File: config.mk
export PLATFORM = sky130hd
export DESIGN_NAME = alu_sequencer
export DESIGN_NICKNAME = d
export VERILOG_FILES = /design/src/rtl/alu_sequencer.sv
export SDC_FILE = /design/constraint.sdc
export NUM_CORES = 1
export LEC_CHECK = 0
export BUFFER_PORTS_ARGS = -buffer_cell sky130_fd_sc_hd__buf_2
export CORE_AREA = 2 2 93 95
export DETAILED_ROUTE_END_ITERATION = 12
export DIE_AREA = 0 0 95 97
export PLACE_DENSITY = 0.88
export SETUP_SLACK_MARGIN = 0.4
export SLEW_MARGIN = 10
export SYNTH_ARGS = -nofsm -noshare
export SYNTH_HDL_FRONTEND = slang
export SYNTH_SLANG_ARGS = --single-unit
File: constraint.sdc
create_clock -name iClk -period 5.3 [get_ports iClk]
set_input_delay 0 -clock iClk [delete_from_list [all_inputs] [get_ports iClk]]
set_output_delay 0 -clock iClk [all_outputs]
set_load 0.01 [all_outputs]
File: src/rtl/alu_sequencer.sv
// alu_sequencer: fetches ROM instructions, issues ops to a registered ALU and writes back results
module alu_sequencer #(
  parameter int         ALU_LAT  = 2,
  parameter logic [4:0] IDLE_SEL = 5'b11111
) (
  input  logic        iClk,
  input  logic        iRst_n,
  input  logic        iStart,
  output logic [7:0]  oPC,
  input  logic [15:0] iInstr,
  output logic [7:0]  oA,
  output logic [7:0]  oB,
  output logic [4:0]  oALU_Sel,
  input  logic [7:0]  iRESALU,
  input  logic [4:0]  iBanderas,
  output logic [4:0]  oFlags,
  output logic [7:0]  oOut,
  output logic        oOutValid,
  output logic        oBusy,
  output logic        oHalted
);
  localparam logic [2:0] S_IDLE   = 3'd0;
  localparam logic [2:0] S_FETCH  = 3'd1;
  localparam logic [2:0] S_DECODE = 3'd2;
  localparam logic [2:0] S_EXEC   = 3'd3;
  localparam logic [2:0] S_WB     = 3'd4;
  localparam logic [2:0] S_HALTED = 3'd5;
  localparam logic [4:0] OP_LAST_ALU = 5'd16;
  localparam logic [4:0] OP_LDI  = 5'd17;
  localparam logic [4:0] OP_JMP  = 5'd18;
  localparam logic [4:0] OP_BRZ  = 5'd19;
  localparam logic [4:0] OP_BRC  = 5'd20;
  localparam logic [4:0] OP_OUT  = 5'd21;
  localparam logic [4:0] OP_HALT = 5'd31;
  logic [2:0] state;
  logic [7:0] pc;
  logic [7:0] r [4];
  logic [1:0] wb_rd;
  logic [7:0] cnt;
  logic [4:0] op;
  logic [1:0] rd, ra, rb;
  logic [7:0] imm;
  logic       take;
  assign op   = iInstr[15:11];
  assign rd   = iInstr[10:9];
  assign ra   = iInstr[8:7];
  assign rb   = iInstr[6:5];
  assign imm  = iInstr[7:0];
  assign take = op == OP_JMP || (op == OP_BRZ && oFlags[0]) || (op == OP_BRC && oFlags[2]);
  assign oPC     = pc;
  assign oBusy   = state != S_IDLE && state != S_HALTED;
  assign oHalted = state == S_HALTED;
  // Fetch/decode/execute control, register file and ALU operand/writeback handling
  always_ff @(posedge iClk or negedge iRst_n) begin
    if (!iRst_n) begin
      state     <= S_IDLE;
      pc        <= '0;
      r         <= '{default: 8'h00};
      wb_rd     <= '0;
      cnt       <= '0;
      oA        <= '0;
      oB        <= '0;
      oALU_Sel  <= IDLE_SEL;
      oFlags    <= '0;
      oOut      <= '0;
      oOutValid <= 1'b0;
    end else begin
      oOutValid <= 1'b0;
      case (state)
        S_IDLE, S_HALTED: if (iStart) begin
          pc    <= '0;
          state <= S_FETCH;
        end
        S_FETCH: state <= S_DECODE;
        S_DECODE: begin
          wb_rd <= rd;
          if (op <= OP_LAST_ALU) begin
            oA       <= r[ra];
            oB       <= r[rb];
            oALU_Sel <= op;
            cnt      <= '0;
            state    <= S_EXEC;
          end else if (op == OP_HALT) begin
            state <= S_HALTED;
          end else begin
            if (op == OP_LDI) r[rd] <= imm;
            if (op == OP_OUT) begin
              oOut      <= r[ra];
              oOutValid <= 1'b1;
            end
            pc    <= take ? imm : pc + 8'd1;
            state <= S_FETCH;
          end
        end
        S_EXEC: begin
          cnt   <= cnt + 8'd1;
          state <= cnt == 8'(ALU_LAT - 1) ? S_WB : S_EXEC;
        end
        S_WB: begin
          r[wb_rd] <= iRESALU;
          oFlags   <= iBanderas;
          oALU_Sel <= IDLE_SEL;
          pc       <= pc + 8'd1;
          state    <= S_FETCH;
        end
        default: state <= S_IDLE;
      endcase
    end
  end
endmodule

==> impl_metrics.py, run 1 <==
metrics = {
    "synth": {
        "synth_top_flop_cell": "dfrtp_1",
        "synthDistinctLibCells": 62,
        "async_flop_share_pct": 100.0,
        "ys_seq_area_share_pct": 47.86,
        "ys_ff_latch": 88,
        "ys.warnings.count": 0,
        "synth_fp_nets": 469,
        "syn-cell-area_um2": 4614,
        "syn_area_per_cell_um2": 10.63,
        "synth-edff-count": 0,
        "syn_inst": 434,
    },
    "clock_network": {
        "cts_setup_buffers": 0,
        "htree_levels": 3,
        "cts_buffers": 9,
        "cts.sinks": 88,
        "cts_hold_buf": 17,
        "insertion_delay_ns": 0.35,
        "cts_tree": "built",
        "cts_buffer_depth": 2,
        "clkTransAtPathRegs_ns": 0.09,
        "cts_root_buffer": "clkbuf_8",
        "ctsResizeCount": 0,
    },
    "global_routing": {
        "grt_first_pass_wirelength_um": 20220,
        "grt_use_total_pct": 28.14,
        "grt_overflow": 0,
        "grt_pass1_vias": 3988,
        "grt_start_max_net_pins": 89,
        "antenna_found_initial": 0,
    },
    "drt": {
        "dr.pass1.iters": 7,
        "routed_wl_um": 12250,
        "via_count": 4052,
        "vias_per_cell": 6.504,
        "drc": 0,
        "ant_nets": 0,
        "wl_per_cell_um": 19.66,
        "first_iter_violations": 465,
    },
    "cells_and_area": {
        "fin_nets": 548,
        "num-fill-cells": 608,
        "fin_util_pct": 66.53,
        "final_common_cell": "nand2_1",
        "final_layout_size_suffix_gt1_share_pct": 27.41,
        "area_growth_pct": 17.27,
        "final_cells": 623,
        "final_cell_mix": "nand2_1 (95), dfrtp_1 (83), buf_2 (75)",
        "n_antenna_cell": 0,
    },
    "place": {
        "io_buffer_count": 76,
        "dp_cells": 590,
        "dp_hpwl_um": 8174,
        "globalplace.congestion": 0.8724,
    },
    "floorplanning": {
        "die_area_um2": 9215,
        "coreArea_um2": 8134,
        "initial_core_util_pct": 56.73,
        "die_h_um": 97,
        "rows": 33,
        "fp.dieW_um": 95,
        "io_pins": 77,
    },
    "timing": {
        "maxSlewViolCount": 0,
        "setup_viol": 0,
        "period_minus_slack_ns": 2.691,
        "finalClockSkew_ns": 0.01027,
        "hold_viol": 0,
        "grt_setup_unrepaired": "no",
        "post-route-period-util_pct": 50.78,
        "fmax_mhz": 371.6,
        "tightest_slew_ns": 1.166,
        "finalSetupTns_ns": 0,
        "hold_ws_ns": 0.02000,
        "slew_headroom_pct": 22.22,
    },
    "flow_run": {
        "drv_cap": 0,
    },
    "critical_path": {
        "path_cells": "dlygate4sd3_1 -> buf_2 -> o41ai_2 -> and2_0 -> nor2_1 -> o21ai_0 -> o21ai_0",
        "end_kind": "flop",
        "crit_path_top_delay_cell": "and2_0",
        "cp-start-kind": "input pin",
        "critPathKind": "in2reg",
        "critical_path_arrival_ns": 2.91,
        "cp.required_ns": 5.52,
        "cp_slowest_stage_delay_ns": 0.98,
        "crit_fanout": 23,
        "cp_common_cell": "o21ai_0",
    },
    "power_and_ir_drop": {
        "ir_worst_vdd_v": 0.0001803,
        "powerDensity_nw_per_um2": 476.0,
        "p_leak_nw": 2.523,
    },
    "status": {
        "status": "finished clean",
    },
    "hold_path": {
        "hold_class": "in2reg",
    },
}
-- worst max-delay path, delay by kind of cell --
family	cells	cell delay [ns]
AND/OR/NAND/NOR	2	1.20
AO/OA/AOI/OAI	3	1.00
buffers and inverters	2	0.71
-- metal layers --
layer	vias to the layer above	track usage, %	wire [µm]	share of wire (%)
li1	1769	-	-	-
met1	2011	39.80	4966	41
met2	245	44.41	5930	48
met3	27	4.128	1072	8.8
met4	0	9.810	277	2.3
met5	-	0	0	0
-- final timing paths --
| path | from | cells past startpoint | end | slack, ns |
|---|---|---|---|---|
| setup reg to reg | state[2]$_DFFE_PN0N_ | 5 | cnt[4]$_DFFE_PN0P_ | 2.69 |
| min in group asynchronous | iRst_n | 2 | oPC[2]$_DFFE_PN0P_ | 0.37 |
| hold / removal | iRESALU[3] | 3 | r[3]$_DFFE_PN0P_ | 0.02 |
| setup / recovery | iInstr[12] | 7 | cnt[4]$_DFFE_PN0P_ | 2.61 |
| max in group asynchronous | iRst_n | 2 | r[6]$_DFFE_PN0P_ | 4.22 |
| hold reg to reg | oA[5]$_DFFE_PN0P_ | 2 | oA[5]$_DFFE_PN0P_ | 0.48 |
-- logic make-up after synthesis --
logic type                 share of synthesized area [%]
AOI/OAI and AO/OA                                  19.36
xor gates and xnor gates                          0.3797
adders and majority gates                          1.030
buffers and inverters                              3.931
DFF                                                47.86
muxes                                              9.978
and+or+nand+nor                                    17.46
-- state kept, by name, indices dropped and copies added (netlist names) --
register and count:
oFlags 5, oOutValid 1, r 32, wb_rd 2, oPC 8, cnt 8, oB 8, state 3
oALU_Sel 5, oA 8, oOut 8
-- cells in the mapped netlist, types with 3 or more instances --
cell | count | area share (%)
buf_6 | 4 | 0.98
nor2_1 | 12 | 0.98
nor2b_1 | 3 | 0.41
and3_1 | 7 | 0.95
clkbuf_1 | 13 | 1.1
nand2b_1 | 5 | 0.68
ha_1 | 3 | 0.81
nand2_1 | 95 | 7.7
inv_1 | 9 | 0.73
mux2_2 | 8 | 2.0
o21ai_2 | 4 | 0.76
buf_2 | 6 | 0.65
mux4_2 | 16 | 7.8
nand3_1 | 12 | 1.3
o21ai_0 | 20 | 2.2
dfstp_2 | 5 | 2.8
a22o_1 | 4 | 0.76
nand4_1 | 3 | 0.41
or2_2 | 3 | 0.41
a21o_1 | 4 | 0.65
dfrtp_1 | 83 | 45
a22oi_1 | 31 | 5.0
o2bb2ai_1 | 31 | 5.9
nor3_2 | 3 | 0.65
and2_1 | 3 | 0.41
-- where the power goes --
group	switching (mW)	leakage [nW]	internal [mW]
combinational	0.503	1.26	0.402
clock	0.246	0.117	0.316
sequential	0.208	1.15	0.901
total	0.957	2.52	1.62
-- final cells by class --
class / instances / area (µm²) / area share [%]
clock buffers: 10 / 127.6 / 2.358
clock inverters: 6 / 115.1 / 2.127
inverters: 9 / 33.78 / 0.6243
multi-input cells: 310 / 2227 / 41.16
flip-flops and latches: 88 / 2208 / 40.81
well taps: 105 / 131.4 / 2.428
repair buffers: 95 / 568.0 / 10.50
-- metrics by stage --
stage	power [mW]	cell area [µm²]	setup WS, ns
2_1_floorplan	1.710	4614	3.422
3_3_place_gp	1.942	4999	2.949
3_5_place_dp	1.993	4999	2.806
4_1_cts	2.565	5411	2.680
5_1_grt	2.749	5411	2.469
6_report	2.576	5411	2.609
(Power assumes the default switching activity.)
==> inputs of run 2 (changes only) <==
- ABC_AREA: default -> 1
- CORE_AREA: 2 2 93 95 -> 2 2 101 103
- DIE_AREA: 0 0 95 97 -> 0 0 103 105
- PLACE_DENSITY: 0.88 -> 0.82
- clock period: 5.3 -> 2.3 ns (I/O delays scaled with it)
==> impl_metrics.py, run 2 <==
metrics = {
    "critical_path": {
        "cp.required_ns": 2.59,
        "reg2reg_depth": 8,
        "critPathKind": "reg2reg",
        "r2r_end": "r[28]$_DFFE_PN0P_",
        "ff2ff_setup_slack_ns": 0.54,
        "cp-start-kind": "flop",
        "crit_fanout": 16,
        "end_kind": "flop",
        "timing.rr.start": "state[1]$_DFFE_PN0N_",
        "critical_path_arrival_ns": 2.05,
    },
    "global_routing": {
        "grt_pass1_vias": 4402,
        "grt_overflow": 0,
        "grt_use_total_pct": 24.55,
        "grt_first_pass_wirelength_um": 21010,
        "grt_start_max_net_pins": 87,
        "antenna_found_initial": 0,
    },
    "place": {
        "dp_hpwl_um": 9282,
        "dp_cells": 821,
        "dp_slack_ns": 0.4054,
        "globalplace.congestion": 0.8998,
        "io_buffer_count": 76,
    },
    "floorplanning": {
        "rows": 36,
        "coreArea_um2": 9639,
        "fp.dieW_um": 103,
        "io_pins": 77,
        "die_h_um": 105,
        "die_area_um2": 10820,
        "initial_core_util_pct": 50.22,
    },
    "timing": {
        "grt_setup_unrepaired": "no",
        "post-route-period-util_pct": 76.69,
        "fmax_mhz": 566.9,
        "period_minus_slack_ns": 1.764,
        "finalSetupTns_ns": 0,
        "slew_headroom_pct": 27.28,
        "tightest_slew_ns": 1.091,
        "finalClockSkew_ns": 0.009506,
        "hold_viol": 0,
        "hold_ws_ns": 0.01941,
        "setup_viol": 0,
        "setup_slack_ns": 0.5361,
        "maxSlewViolCount": 0,
    },
    "synth": {
        "synth-edff-count": 0,
        "synth-xor-area-share_pct": 0.3619,
        "synth_top_flop_cell": "dfrtp_1",
        "synth_top_area_share_pct": 42.91,
        "synthTopCellsByCount": "nand2_1 (146), dfrtp_1 (83), inv_1 (80)",
        "synthDistinctLibCells": 33,
        "synthAdderAreaFrac_pct": 0.7754,
        "async_flop_share_pct": 100.0,
        "syn_area_per_cell_um2": 7.672,
        "ys_ff_latch": 88,
        "ys_seq_area_share_pct": 45.62,
        "yosysMostFrequentCell": "nand2_1",
        "synth_fp_nets": 666,
        "synthTopCellsByArea": "dfrtp_1 (43%), nand2_1 (11%), inv_1 (6.2%), a21oi_1 (5.1%), o21ai_0 (4.5%)",
        "ys.warnings.count": 0,
        "synth.area.mux_share_pct": 0,
        "synth_top_family_by_area": "simple AND/OR/NAND/NOR gates",
        "synth-compound-area-share_pct": 20.81,
        "yosys.area.top_type": "dfrtp_1",
        "synth_simple_gate_area_share_pct": 23.18,
        "syn-cell-area_um2": 4841,
        "syn_inst": 631,
    },
    "cells_and_area": {
        "largest_reg_flops": 32,
        "area_growth_pct": 18.51,
        "fin_nets": 754,
        "n_antenna_cell": 0,
        "final_cell_mix": "nand2_1 (146), dfrtp_1 (83), inv_1 (80)",
        "final_cells": 857,
        "fin_util_pct": 59.51,
        "final_layout_size_suffix_gt1_share_pct": 18.37,
        "final_common_cell": "nand2_1",
        "num-fill-cells": 888,
        "largest-register": "r",
    },
    "drt": {
        "via_count": 4687,
        "drc": 0,
        "ant_nets": 0,
        "wl_per_cell_um": 15.53,
        "first_iter_violations": 474,
        "vias_per_cell": 5.469,
        "routed_wl_um": 13310,
        "dr.pass1.iters": 6,
    },
    "clock_network": {
        "cts.sinks": 88,
        "insertion_delay_ns": 0.37,
        "cts_buffers": 9,
        "htree_levels": 3,
        "cts_tree": "built",
        "cts_buffer_depth": 2,
        "cts_root_buffer": "clkbuf_8",
        "clkTransAtPathRegs_ns": 0.10,
    },
    "power_and_ir_drop": {
        "intPower_mw": 3.778,
        "powerDensity_nw_per_um2": 1152,
        "p_leak_nw": 2.778,
        "switching_share_pct": 42.83,
        "p_clk_share_pct": 16.8,
        "ir_worst_vdd_v": 0.0008161,
        "p_comb_share_pct": 41.2,
        "p_switching_mw": 2.831,
        "p_seq_share_pct": 42.1,
    },
    "status": {
        "status": "finished clean",
    },
    "flow_run": {
        "drv_cap": 0,
    },
    "hold_path": {
        "hold_class": "in2reg",
        "worstHoldPathCells": 5,
        "min_from": "iInstr[3]",
        "hold_path_end": "oPC[3]$_DFFE_PN0P_",
    },
}
[run 2: worst max path at each step]
stage / start / end
detailed placement: state[1]$_DFFE_PN0N_ / r[8]$_DFFE_PN0P_
finish: state[1]$_DFFE_PN0N_ / r[28]$_DFFE_PN0P_
global placement: state[1]$_DFFE_PN0N_ / r[8]$_DFFE_PN0P_
CTS: state[1]$_DFFE_PN0N_ / r[26]$_DFFE_PN0P_
floorplan: state[1]$_DFFE_PN0N_ / r[6]$_DFFE_PN0P_
global route: iInstr[14] / oALU_Sel[1]$_DFFE_PN1P_
[run 2: cell type report]
| cell class | instances | area [µm²] | share of cell area (%) |
|---|---|---|---|
| clock inverter | 7 | 70.07 | 1.221 |
| multi-input combinational | 432 | 2190 | 38.17 |
| sequential | 88 | 2208 | 38.50 |
| timing repair buffer | 102 | 648.1 | 11.30 |
| inverter | 86 | 330.3 | 5.758 |
| tap | 133 | 166.4 | 2.901 |
| clock buffer | 9 | 123.9 | 2.159 |
[run 2: per-stage QoR]
step	area [µm²]	power [mW]
after floorplan	4841	4.518
after global placement	5313	5.327
after detailed placement	5313	5.448
after CTS	5657	6.566
after global routing	5737	7.117
final	5737	6.608
[run 2: cell families after synthesis]
family,Yosys count
AO/OA/AOI/OAI,177
XOR/XNOR,2
adder cells (fa/ha/maj),3
buffers and inverters,111
flip-flops,88
AND/OR/NAND/NOR,250
[run 2: repair_timing]
item	4_1_cts	5_1_grt
gates resized for setup	0	4
pin swaps	1	3
endpoints found under the hold margin	96	0
hold buffers	13	0
setup buffers	1	6
endpoints found under the setup margin	1	43
[run 2: power groups by stage]
stage	Clock, mW	Sequential [mW]	Combinational (mW)
floorplan	0	2.85	1.66
global placement	0	2.76	2.57
detailed placement	0	2.80	2.65
CTS	1.11	2.77	2.68
global route	1.18	2.87	3.07
finish	1.11	2.78	2.72
[run 2: critical path, cell delays in order (launching register included)]
cell,delay (ns)
dfrtp_1,0.45
inv_2,0.14
nand3_4,0.17
inv_6,0.21
nand3_4,0.17
a21oi_4,0.24
buf_4,0.16
nand2_1,0.06
o21ai_1,0.08
[run 2: per-layer routing]
metal,global-route usage (%),up-vias,routed length (µm)
met5,0,-,0
met4,9.586,0,341
met3,3.612,34,932
met2,39.19,210,6365
met1,33.36,2169,5669
li1,-,2274,-
==> inputs of run 3 (changes only) <==
- CORE_AREA: 2 2 101 103 -> 2 2 96 98
- DIE_AREA: 0 0 103 105 -> 0 0 98 100
- PLACE_DENSITY: 0.82 -> 0.86
- clock period: 2.3 -> 1.7 ns (I/O delays scaled with it)
==> impl_metrics.py, run 3 (synthesized netlist as in run 2, its figures left out) <==
metrics = {
    "critical_path": {
        "cp.required_ns": 2.00,
        "critPathKind": "reg2reg",
        "end_kind": "flop",
        "critical_path_arrival_ns": 1.86,
        "cp-start-kind": "flop",
        "crit_fanout": 8,
    },
    "floorplanning": {
        "io_pins": 77,
        "rows": 35,
        "coreArea_um2": 8890,
        "die_area_um2": 9800,
        "initial_core_util_pct": 54.45,
        "die_h_um": 100,
        "fp.dieW_um": 98,
    },
    "cells_and_area": {
        "n_antenna_cell": 0,
        "final_cell_mix": "nand2_1 (124), inv_1 (80), dfrtp_1 (80)",
        "final_layout_size_suffix_gt1_share_pct": 28.83,
        "largest-register": "r",
        "stdcell_area_um2": 6397,
        "final_common_cell": "nand2_1",
        "fin_util_pct": 71.96,
        "area_growth_pct": 32.15,
        "fin_nets": 793,
        "largest_reg_flops": 32,
    },
    "drt": {
        "via_count": 5276,
        "first_iter_violations": 559,
        "wl_per_cell_um": 18.15,
        "ant_nets": 0,
        "dr.pass1.iters": 8,
        "drc": 0,
        "vias_per_cell": 6.037,
        "routed_wl_um": 15870,
    },
    "clock_network": {
        "clkTransAtPathRegs_ns": 0.11,
        "cts_tree": "built",
        "cts_buffer_depth": 2,
        "cts.sinks": 88,
        "cts_root_buffer": "clkbuf_8",
        "cts_buffers": 9,
        "insertion_delay_ns": 0.38,
        "htree_levels": 3,
    },
    "place": {
        "dp_hpwl_um": 9544,
        "postPlaceCellArea_um2": 5400,
        "dp_slack_ns": -0.04702,
        "globalplace.congestion": 0.9183,
        "io_buffer_count": 76,
    },
    "global_routing": {
        "grt_use_total_pct": 29.76,
        "grt_pass1_vias": 4896,
        "grt_start_max_net_pins": 48,
        "grt_first_pass_wirelength_um": 23350,
        "grt_overflow": 0,
        "antenna_found_initial": 0,
    },
    "timing": {
        "period_minus_slack_ns": 1.563,
        "hold_viol": 0,
        "tightest_slew_ns": 0.6820,
        "post-route-period-util_pct": 91.93,
        "maxSlewViolCount": 0,
        "setup_slack_ns": 0.1372,
        "finalSetupTns_ns": 0,
        "fmax_mhz": 639.9,
        "grt_setup_unrepaired": "yes",
        "slew_headroom_pct": 54.48,
        "hold_ws_ns": 0.002177,
        "finalClockSkew_ns": 0.01547,
        "setup_viol": 0,
    },
    "power_and_ir_drop": {
        "powerDensity_nw_per_um2": 1584,
        "p_leak_nw": 3.095,
        "ir_worst_vdd_v": 0.001036,
    },
    "flow_run": {
        "drv_cap": 0,
    },
    "hold_path": {
        "hold_class": "in2reg",
    },
    "status": {
        "status": "finished clean",
    },
}
run 3: changes by cell type in the layout (fill, tap and decap cells not counted), moves of 6 or more:
cell / previous run / this run
buf_6: 0 / 9
nor2_2: 0 / 6
nor2_1: 44 / 37
nand2_4: 0 / 7
nand2_2: 1 / 15
o21ai_2: 0 / 9
o21ai_0: 44 / 37
nand2_1: 146 / 124
buf_4: 11 / 32
run 3: per-stage QoR:
stage                     cells  power (mW)
after floorplan             631       6.178
after global placement      807       7.347
after detailed placement    807       7.538
after CTS                   859       9.471
after global routing        874       10.75
final                       874       10.14
run 3: worst paths after layout:
path | from | endpoint | slack, ns | cells past startpoint
worst max-delay path | state[0]$_DFFE_PN0N_ | r[2]$_DFFE_PN0P_ | 0.14 | 9
worst max register to register | state[0]$_DFFE_PN0N_ | r[2]$_DFFE_PN0P_ | 0.14 | 9
max in group asynchronous | iRst_n | oALU_Sel[4]$_DFFE_PN1P_ | 1.00 | 3
worst min register to register | oA[5]$_DFFE_PN0P_ | oA[5]$_DFFE_PN0P_ | 0.49 | 2
min in group asynchronous | iRst_n | r[29]$_DFFE_PN0P_ | 0.02 | 2
worst min-delay path | iInstr[9] | wb_rd[0]$_DFFE_PN0P_ | 0.002 | 3
run 3: cell type report:
type                            instances  area (µm²)
Sequential cell                        88        2212
Fill cell                             634        2492
Clock inverter                          7       72.57
Tap cell                              111       138.9
Inverter                               86       350.3
Multi-Input combinational cell        434        2420
Clock buffer                            9       123.9
Timing Repair Buffer                  139        1080
run 3: per-layer routing:
metal  vias up  wire, µm  part of all wire, %  track usage (%)
met5         -         0                    0                0
met4         0       883                  5.6            14.64
met3       103      1499                  9.4            5.571
met2       372      7788                   49            51.00
met1      2445      5694                   36            36.33
li1       2356         -                    -                -
run 3: where the power goes:
part | total, mW | internal [mW] | switching [mW]
sequential | 3.80 | 3.07 | 0.738
clock | 1.49 | 0.577 | 0.913
combinational | 4.84 | 1.99 | 2.85
run 3: worst max-delay path, cell delays in order (launching register included):
cell and delay (ns):
dfrtp_1 0.43, inv_4 0.12, nand3_4 0.14, clkinv_8 0.12, a21oi_4 0.04, buf_12 0.14, a21oi_4 0.20, buf_12 0.18
nand2_4 0.05, o21ai_2 0.07
run 3: what timing repair did:
action,in CTS,in global routing
hold endpoints to repair,95,0
hold buffers,12,0
cloned,2,5
pin swaps,7,8
setup buffers,22,10
endpoints found under the setup margin,82,84
gates resized for setup,21,59
